`src/rtl/packed_lane_assembler_pkg.sv`:
```
`default_nettype none
// ============================================================================
//  Module      : packed_asm_pkg
//  Description : Shared state encoding and default geometry for the packed
//                lane assembler.
//  Revision    : 1.0 - initial release
// ============================================================================
package packed_asm_pkg;

    typedef enum logic {
        FILL = 1'b0,
        HOLD = 1'b1
    } asm_state_e;

    localparam int ASM_LANES  = 3;
    localparam int ASM_LANE_W = 2;

    function automatic int asm_word_bits(input int lanes, input int lane_w);
        return lanes * lane_w;
    endfunction

endpackage : packed_asm_pkg
`default_nettype wire

```
`src/rtl/packed_lane_assembler_if.sv`:
```
`default_nettype none
// ============================================================================
//  Module      : packed_lane_assembler_if
//  Description : Lane input stream plus assembled-word output bundle.
//  Revision    : 1.0 - initial release
// ============================================================================
interface packed_lane_assembler_if
    import packed_asm_pkg::*;
#(
    parameter int LANES  = ASM_LANES,
    parameter int LANE_W = ASM_LANE_W
) ();

    logic                                      in_valid;
    logic                                      in_ready;
    logic [LANE_W-1:0]                         in_data;
    logic                                      in_last;
    logic                                      out_valid;
    logic                                      out_ready;
    logic [asm_word_bits(LANES, LANE_W)-1:0]   out_word;
    logic                                      out_sel;
    logic                                      out_short;

    // Producer / consumer environment side.
    modport master (
        output in_valid,
        input  in_ready,
        output in_data,
        output in_last,
        input  out_valid,
        output out_ready,
        input  out_word,
        input  out_sel,
        input  out_short
    );

    // Assembler side.
    modport slave (
        input  in_valid,
        output in_ready,
        input  in_data,
        input  in_last,
        output out_valid,
        input  out_ready,
        output out_word,
        output out_sel,
        output out_short
    );

endinterface : packed_lane_assembler_if
`default_nettype wire

```
`src/rtl/packed_lane_assembler_lane_index_counter.sv`:
```
`default_nettype none
// ============================================================================
//  Module      : lane_index_counter
//  Description : Lane slot index with clear, increment and wrap at LANES-1.
//  Revision    : 1.0 - initial release
// ============================================================================
module lane_index_counter #(
    parameter int LANES = 3,
    parameter int IDX_W = 2
) (
    input  logic             clk,
    input  logic             rst,
    input  logic             i_clear,
    input  logic             i_inc,
    output logic [IDX_W-1:0] o_idx,
    output logic             o_is_last
);

    localparam logic [IDX_W-1:0] c_LAST_IDX = IDX_W'(LANES - 1);

    logic [IDX_W-1:0] r_idx;

    always_ff @(posedge clk) begin
        if (rst || i_clear) begin
            r_idx <= '0;
        end else if (i_inc) begin
            if (r_idx == c_LAST_IDX) begin
                r_idx <= '0;
            end else begin
                r_idx <= r_idx + 1'b1;
            end
        end
    end

    assign o_idx     = r_idx;
    assign o_is_last = (r_idx == c_LAST_IDX);

endmodule : lane_index_counter
`default_nettype wire

```
`src/rtl/packed_lane_assembler.sv`:
```
`default_nettype none
// ============================================================================
//  Module      : packed_lane_assembler
//  Description : Gathers LANE_W-bit lanes into a packed LANES-lane word and
//                holds it for the consumer; exposes one selected bit.
//  Revision    : 1.0 - initial release
// ============================================================================
module packed_lane_assembler
    import packed_asm_pkg::*;
#(
    parameter int LANES   = ASM_LANES,
    parameter int LANE_W  = ASM_LANE_W,
    parameter int SEL_BIT = 1
) (
    input  logic                   clk,
    input  logic                   rst,
    packed_lane_assembler_if.slave bus
);

    localparam int c_WORD_W = LANES * LANE_W;
    localparam int c_IDX_W  = (LANES > 1) ? $clog2(LANES) : 1;

    typedef logic [LANE_W-1:0] lane_t;
    typedef lane_t [LANES-1:0] word_t;

    asm_state_e         r_state;
    word_t              r_word;
    logic               r_short;

    logic [c_IDX_W-1:0] w_idx;
    logic               w_idx_last;
    logic               w_in_ready;
    logic               w_accept;
    logic               w_close;
    word_t              w_fresh;
    logic [c_WORD_W-1:0] w_flat;

    // In HOLD a lane is only taken when the held word leaves in the same cycle.
    assign w_in_ready = (r_state == FILL) | bus.out_ready;
    assign w_accept   = bus.in_valid & w_in_ready;
    // In HOLD the index is always 0, so only in_last can close a lane taken there.
    assign w_close    = bus.in_last | w_idx_last;

    lane_index_counter #(
        .LANES (LANES),
        .IDX_W (c_IDX_W)
    ) u_lane_index_counter (
        .clk       (clk),
        .rst       (rst),
        .i_clear   (w_accept & w_close),
        .i_inc     (w_accept & ~w_close),
        .o_idx     (w_idx),
        .o_is_last (w_idx_last)
    );

    always_comb begin
        w_fresh    = '0;
        w_fresh[0] = bus.in_data;
    end

    always_ff @(posedge clk) begin
        if (rst) begin
            r_state <= FILL;
            r_word  <= '0;
            r_short <= 1'b0;
        end else begin
            case (r_state)
                FILL: begin
                    if (w_accept) begin
                        r_word[w_idx] <= bus.in_data;
                        if (w_close) begin
                            r_state <= HOLD;
                            r_short <= ~w_idx_last;
                        end
                    end
                end
                HOLD: begin
                    if (bus.out_ready) begin
                        if (bus.in_valid) begin
                            r_word  <= w_fresh;
                            r_short <= w_close & ~w_idx_last;
                            r_state <= w_close ? HOLD : FILL;
                        end else begin
                            r_word  <= '0;
                            r_short <= 1'b0;
                            r_state <= FILL;
                        end
                    end
                end
                default: begin
                    r_state <= FILL;
                end
            endcase
        end
    end

    assign w_flat        = r_word;
    assign bus.in_ready  = w_in_ready;
    assign bus.out_valid = (r_state == HOLD);
    assign bus.out_word  = w_flat;
    assign bus.out_sel   = w_flat[SEL_BIT];
    assign bus.out_short = r_short;

endmodule : packed_lane_assembler
`default_nettype wire

```
`src/flat_wrapper.sv`:
```
// flat-port wrapper written by rule: the top's interface ports become plain ports
module packed_lane_assembler_flat import packed_asm_pkg::*;
#(
    parameter int LANES   = ASM_LANES,
    parameter int LANE_W  = ASM_LANE_W,
    parameter int SEL_BIT = 1
)
  (clk, rst, bus_in_valid, bus_in_ready, bus_in_data, bus_in_last, bus_out_valid, bus_out_ready, bus_out_word, bus_out_sel, bus_out_short);
  packed_lane_assembler_if #(.LANES(LANES), .LANE_W(LANE_W)) bus_i ();
  input  logic clk;
  input  logic rst;
  input wire logic [$bits(bus_i.in_valid)-1:0] bus_in_valid;
  output wire logic [$bits(bus_i.in_ready)-1:0] bus_in_ready;
  input wire logic [$bits(bus_i.in_data)-1:0] bus_in_data;
  input wire logic [$bits(bus_i.in_last)-1:0] bus_in_last;
  output wire logic [$bits(bus_i.out_valid)-1:0] bus_out_valid;
  input wire logic [$bits(bus_i.out_ready)-1:0] bus_out_ready;
  output wire logic [$bits(bus_i.out_word)-1:0] bus_out_word;
  output wire logic [$bits(bus_i.out_sel)-1:0] bus_out_sel;
  output wire logic [$bits(bus_i.out_short)-1:0] bus_out_short;
  assign bus_i.in_valid = bus_in_valid;
  assign bus_in_ready = bus_i.in_ready;
  assign bus_i.in_data = bus_in_data;
  assign bus_i.in_last = bus_in_last;
  assign bus_out_valid = bus_i.out_valid;
  assign bus_i.out_ready = bus_out_ready;
  assign bus_out_word = bus_i.out_word;
  assign bus_out_sel = bus_i.out_sel;
  assign bus_out_short = bus_i.out_short;
  packed_lane_assembler #(.LANES(LANES), .LANE_W(LANE_W), .SEL_BIT(SEL_BIT)) u_core (.clk(clk), .rst(rst), .bus(bus_i));
endmodule
```
`config.mk`:
```
export PLATFORM = sky130hd
export DESIGN_NAME = packed_lane_assembler_flat
export DESIGN_NICKNAME = d
export VERILOG_FILES = /design/src/rtl/packed_lane_assembler_pkg.sv /design/src/rtl/packed_lane_assembler_if.sv /design/src/rtl/packed_lane_assembler_lane_index_counter.sv /design/src/rtl/packed_lane_assembler.sv /design/src/flat_wrapper.sv
export SDC_FILE = /design/constraint.sdc
export NUM_CORES = 1
export LEC_CHECK = 0
export ABC_AREA = 1
export CORE_MARGIN = 3
export CORE_UTILIZATION = 35
export DETAILED_ROUTE_END_ITERATION = 10
export PLACE_DENSITY = 0.65
export SLEW_MARGIN = 5
export SYNTH_ARGS = -nofsm -noshare
export SYNTH_HDL_FRONTEND = slang
export SYNTH_SLANG_ARGS = --single-unit
```
`constraint.sdc`:
```
create_clock -name clk -period 1 [get_ports clk]
set_input_delay 0.2 -clock clk [delete_from_list [all_inputs] [get_ports clk]]
set_output_delay 0.2 -clock clk [all_outputs]
set_load 0.02 [all_outputs]
```
# Yosys cells after proc, flatten, opt, wreduce, memory -nomap -nowiden
# Index checks and enable logic that the tools add are counted.
dict set report word_totals {
  register_bits 10
  word_cells 44
}
dict set report op_classes {
  add_sub_neg 1
  n_eq_ne 4
  n_lt_le_gt_ge 2
  muxes 18
  n_reduce_logical 4
  bitwise 9
}
# operator count
set op_table {}
lappend op_table {{$mux W6} 2}
lappend op_table {{$pmux W6 S2} 1}
lappend op_table {{$mux W1} 8}
lappend op_table {{$bwmux W6} 1}
lappend op_table {{$mux W2} 3}
lappend op_table {{$and A1 B1 Y1} 4}
lappend op_table {{$demux W2 S2} 1}
lappend op_table {{$ne A2 B1 Y1 const B} 2}
lappend op_table {{$pmux W1 S2} 2}
lappend op_table {{$lt A2 B3 Y1 const B} 1}
lappend op_table {{$not A1 Y1} 3}
lappend op_table {{$reduce_and A3 Y1} 1}
lappend op_table {{$add A2 B1 Y2 const B} 1}
lappend op_table {{$eq A2 B2 Y1 const B} 1}
lappend op_table {{$ge A2 B1 Y1 const B} 1}
lappend op_table {{$ne A2 B2 Y1 const B} 1}
lappend op_table {{$or A1 B1 Y1} 2}
lappend op_table {{$reduce_and A2 Y1} 1}
lappend op_table {{$logic_and A1 B1 Y1} 1}
lappend op_table {{$logic_or A1 B1 Y1} 1}

# Logic depth before layout (Yosys ltp)
dict set report logic_depth {
  word_depth 7
  depth_mapped 7
  mapped_depth_nobuf 7
}

# Hierarchy
# Synthesis repeated with hierarchy kept, for this count alone.
dict set report unflattened {
  hier_cells 89
  hier_area_um2 580.6
}
# module instances cells_per_inst area_per_inst_um2
set by_module_without_submodules {}
lappend by_module_without_submodules {packed_lane_assembler 1 75 490.5}
lappend by_module_without_submodules {lane_index_counter 1 14 90.1}

# Worst setup path before layout
# No wires, ideal clock.
dict set report synth_path {
  kind {register to register}
  startpoint {register u_core.r_state, in the netlist u_core.bus.out_valid}
  endpoint {register u_core.u_lane_index_counter.r_idx[1], in the netlist u_core.u_lane_index_counter.o_idx[1]}
  arrival_ps 1072
  setup_slack_ps -188
  path_stages_with_launch 6
  synth_period_minus_slack_ps 1188
  cell_sequence {dfxtp_1 -> nand2_1 -> nand2_1 -> nor2_1 -> nand2_1 -> a21oi_1}
}
dict set report synth_via {
  elab_chain_len 5
  word_cells_on_any_way 6
}
# element line_no
set synth_rtl {}
lappend synth_rtl {{start, declared} packed_lane_assembler.sv:26} ;# asm_state_e r_state;
lappend synth_rtl {{start signal, assigned} packed_lane_assembler.sv:82} ;# r_state <= w_close ? HOLD : FILL;
lappend synth_rtl {{$not A1 Y1 (*)} packed_lane_assembler.sv:39} ;# assign w_in_ready = (r_state == FILL) | bus.out_ready;
lappend synth_rtl {{$or A1 B1 Y1 (*)} packed_lane_assembler.sv:39}
lappend synth_rtl {{named net bus_in_ready} flat_wrapper.sv:13} ;# output wire logic [$bits(bus_i.in_ready)-1:0] bus_in_ready;
lappend synth_rtl {{$and A1 B1 Y1 (*)} packed_lane_assembler.sv:40} ;# assign w_accept = bus.in_valid & w_in_ready;
lappend synth_rtl {{$and A1 B1 Y1} packed_lane_assembler.sv:50} ;# .i_clear (w_accept & w_close),
lappend synth_rtl {{$logic_or A1 B1 Y1} packed_lane_assembler_lane_index_counter.sv:24} ;# if (rst || i_clear) begin
lappend synth_rtl {{end signal, assigned} packed_lane_assembler_lane_index_counter.sv:30} ;# r_idx <= r_idx + 1'b1;
lappend synth_rtl {{end, declared} packed_lane_assembler_lane_index_counter.sv:21} ;# logic [IDX_W-1:0] r_idx;
# Mark *: on every way through the listed nets, which the timed path passes. The rest lies on a longest branch.
# A chain may end at the register's enable or synchronous reset.

# Worst setup path in the final report
dict set report layout_path {
  startpoint {register u_core.r_state, in the netlist u_core.bus.out_valid}
  endpoint {register u_core.r_word, in the netlist u_core.bus.out_sel}
}
dict set report layout_via {
  elab_chain_len 5
  word_cells_on_any_way 7
}
# element line_no
set layout_rtl {}
lappend layout_rtl {{$not A1 Y1} {packed_lane_assembler.sv:39, packed_lane_assembler.sv:67}}
lappend layout_rtl {{$or A1 B1 Y1} packed_lane_assembler.sv:39}
lappend layout_rtl {{$and A1 B1 Y1} packed_lane_assembler.sv:40}
lappend layout_rtl {{$ne A2 B1 Y1 (no source line)} n/a}
lappend layout_rtl {{$reduce_and A2 Y1 (no source line)} n/a}
lappend layout_rtl {{end signal, assigned by index} packed_lane_assembler.sv:70} ;# r_word[w_idx] <= bus.in_data;
lappend layout_rtl {{end signal, assigned} packed_lane_assembler.sv:80} ;# r_word <= w_fresh;
lappend layout_rtl {{end, declared} packed_lane_assembler.sv:27} ;# word_t r_word;
# Several ways; a longest one is shown, not always the timed one.

==> flow_summary_export.csv <==
group,metric,value,unit
flow_run,cap_viol_max_count,0,
sta,clock_skew,1.332,ps
critical_path,cp_data_required_time,1160,ps
sta,maxSlewViolCount,0,
sta,whs,485.0,ps
placement,gp_congestion,0.8115,
clock_tree,ctsHoldBuffers,0,
sta,fmax,954.1,MHz
global_route,met3_usage,5.929,%
run_status,status,"finished, violations left",
global_route,first_global_vias,550,
critical_path,crit_type,"reg -> reg",
power_and_ir_drop,ir_drop,777.8,uV
synthesis,syn_area,551.8,sq um
sta,min_period_over_period,104.8,%
floorplan,rows,13,
sta,min_period,1048,ps
detailed_routing,drc,0,
floorplan,die_w,45.71,microns
clock_tree,cts-root-buf,"clkbuf_4",
power_and_ir_drop,fin_total_pwr,1.082,mW
finish,fin_cells,133,
sta,rsz0062_at_grt,"yes",
floorplan,initial_core_util,39.91,%
global_route,grt_busiest_layer,"met2",
finish,drive_above_1_share,38.14,%
critical_path,r2r_cells,5,
detailed_routing,vias,606,
global_route,gr-usage-met1,18.10,%
floorplan,core,1383,sq um
critical_path,crit_path_end_kind,"flop",
detailed_routing,via_per_inst,4.556,
worst_hold_path,hold_class,"in -> reg",
finish,n_fill_cell,137,
sta,maxSlewHeadroom,81.70,%
clock_tree,cts_tree,"done",
placement,dp_cells,127,
detailed_routing,drt-total-wl,1329,microns
synthesis,yosysWarnings,0,
critical_path,startpoint_type,"flop",
detailed_routing,routedWlPerCell,9.992,microns
floorplan,fp.dieH,45.71,microns
floorplan,io_pins,17,
clock_tree,cts_made_buffers,3,
worst_hold_path,holdPathStages,4,
synthesis,yosysSeqAreaShare,36.28,%
floorplan,dieArea,2089,sq um
finish,final_area,858.3,sq um
synthesis,syn_inst,88,
critical_path,critPathMaxFanout,11,
finish,area_growth,55.56,%
global_route,antenna_found_initial,0,
synthesis,avgSynthCellArea,6.270,sq um
synthesis,syn_nets,95,
clock_tree,clk_pin_slew,60,ps
run_status,violations,"setup timing",
global_route,gr-usage-all-layers,15.61,%
detailed_routing,drtAntennaViolNets,0,
finish,antennaDiodeCount,0,
sta,setup_violations,8,
synthesis,ys_types,14,
finish,layout_commonest_cell,"nand2_1",
placement,dpl_cell_area,790.8,sq um
finish,nets,126,
global_route,grt_use_met2,26.18,%
global_route,grt_pass1_wl,2318,microns
global_route,overflow,0,
placement,hpwl,962.6,microns
clock_tree,htreeDepth,1,
detailed_routing,drtPass1Iterations,4,
sta,hold_violations,0,
detailed_routing,drt_iter0_drc,1,
sta,setup_slack,-48.06,ps
critical_path,critical_path_arrival,1210,ps
synthesis,ys_seq_elements,10,
power_and_ir_drop,p_leak,0.4533,nW
sta,worstMarginPinSlew,274.2,ps
global_route,grt_max_degree,12,
clock_tree,clkSinkCount,10,
clock_tree,clock_latency,260,ps
sta,setup_tns,-311.3,ps
placement,port_buffers,16,
power_and_ir_drop,p_per_area,1260,nW/um^2
finish,layout_common_cells,"20 x nand2_1, 15 x nor2_1, 14 x inv_1, 12 x buf_4",
clock_tree,cts.path.max_buffers,2,
-- critical path: stages (launching register included) --
cell     delay (ps)
dfxtp_4         360
buf_12          150
o21ai_4         170
o21ai_2         110
nor2_1          110
nor2_1           50
-- synthesized netlist by cell type --
| cell type | instances | area share, % |
|---|---|---|
| a21boi_2 | 1 | 2.0 |
| buf_6 | 1 | 2.0 |
| a21oi_1 | 7 | 6.3 |
| nand4_1 | 1 | 1.1 |
| buf_4 | 1 | 1.4 |
| nor3_1 | 4 | 3.6 |
| nand3_1 | 1 | 0.91 |
| o21ai_2 | 4 | 6.3 |
| inv_2 | 1 | 0.68 |
| nand2_2 | 1 | 1.1 |
| dfxtp_1 | 10 | 36 |
| nand2_1 | 24 | 16 |
| inv_1 | 15 | 10 |
| nor2_1 | 17 | 12 |
-- cell families (layout without fill, tap and decap cells) --
group / after synthesis / after routing / synth area share [%]
simple gates: 48 / 48 / 34.70
buf+inv: 18 / 48 / 14.28
compound gates: 12 / 12 / 14.74
flops: 10 / 10 / 36.28
-- per-layer routing --
layer  wire, microns  vias to the layer above  share of wire (%)
met5               0                        -                  0
met2             697                       10                 52
met1             556                      266                 42
met3              65                        2                4.9
met4               9                        0               0.68
li1                -                      328                  -
-- area by class of cell --
type	count	area, sq um	area share (%)
Inverter	16	60.06	6.997
Sequential cell	10	205.2	23.91
Clock buffer	4	36.28	4.227
Multi-Input combinational cell	60	319.1	37.17
Timing Repair Buffer	28	219.0	25.51
Tap cell	15	18.77	2.187
-- state kept, by name, summed over array words and instances, names as in the netlist --
signal / cells
u_core.bus.out_sel: 1
u_core.bus.out_short: 1
u_core.bus.out_valid: 1
u_core.bus.out_word: 5
u_core.u_lane_index_counter.o_idx: 2
-- metrics by stage --
stage,setup slack [ps],utilization (%)
3_5_place_dp,-613.2,57.19
6_report,-48.06,62.08
5_1_grt,-142.5,62.08
4_1_cts,-54.83,61.18
3_3_place_gp,-597.9,57.19
2_1_floorplan,-35.10,-
-- final timing paths --
kind,end,slack [ps],startpoint
setup / recovery,u_core.bus.out_sel,-50,u_core.bus.out_valid
hold / removal,u_core.bus.out_valid,480,bus_in_valid
setup reg to reg,u_core.bus.out_sel,-50,u_core.bus.out_valid
hold reg to reg,u_core.u_lane_index_counter.o_idx[1],500,u_core.u_lane_index_counter.o_idx[1]
-- power by group --
part | switching (mW) | internal (mW)
sequential | 0.0144 | 0.425
clock | 0.138 | 0.221
combinational | 0.162 | 0.121
total | 0.314 | 0.767
-- timing repair --
action | 4_1_cts | 5_1_grt
gates resized for setup | 57 | 5
pin swaps | 4 | 2
buffers inserted | 2 | 0
endpoints found under the setup margin | 19 | 12
Note: power is estimated with default switching activity, not from simulation.
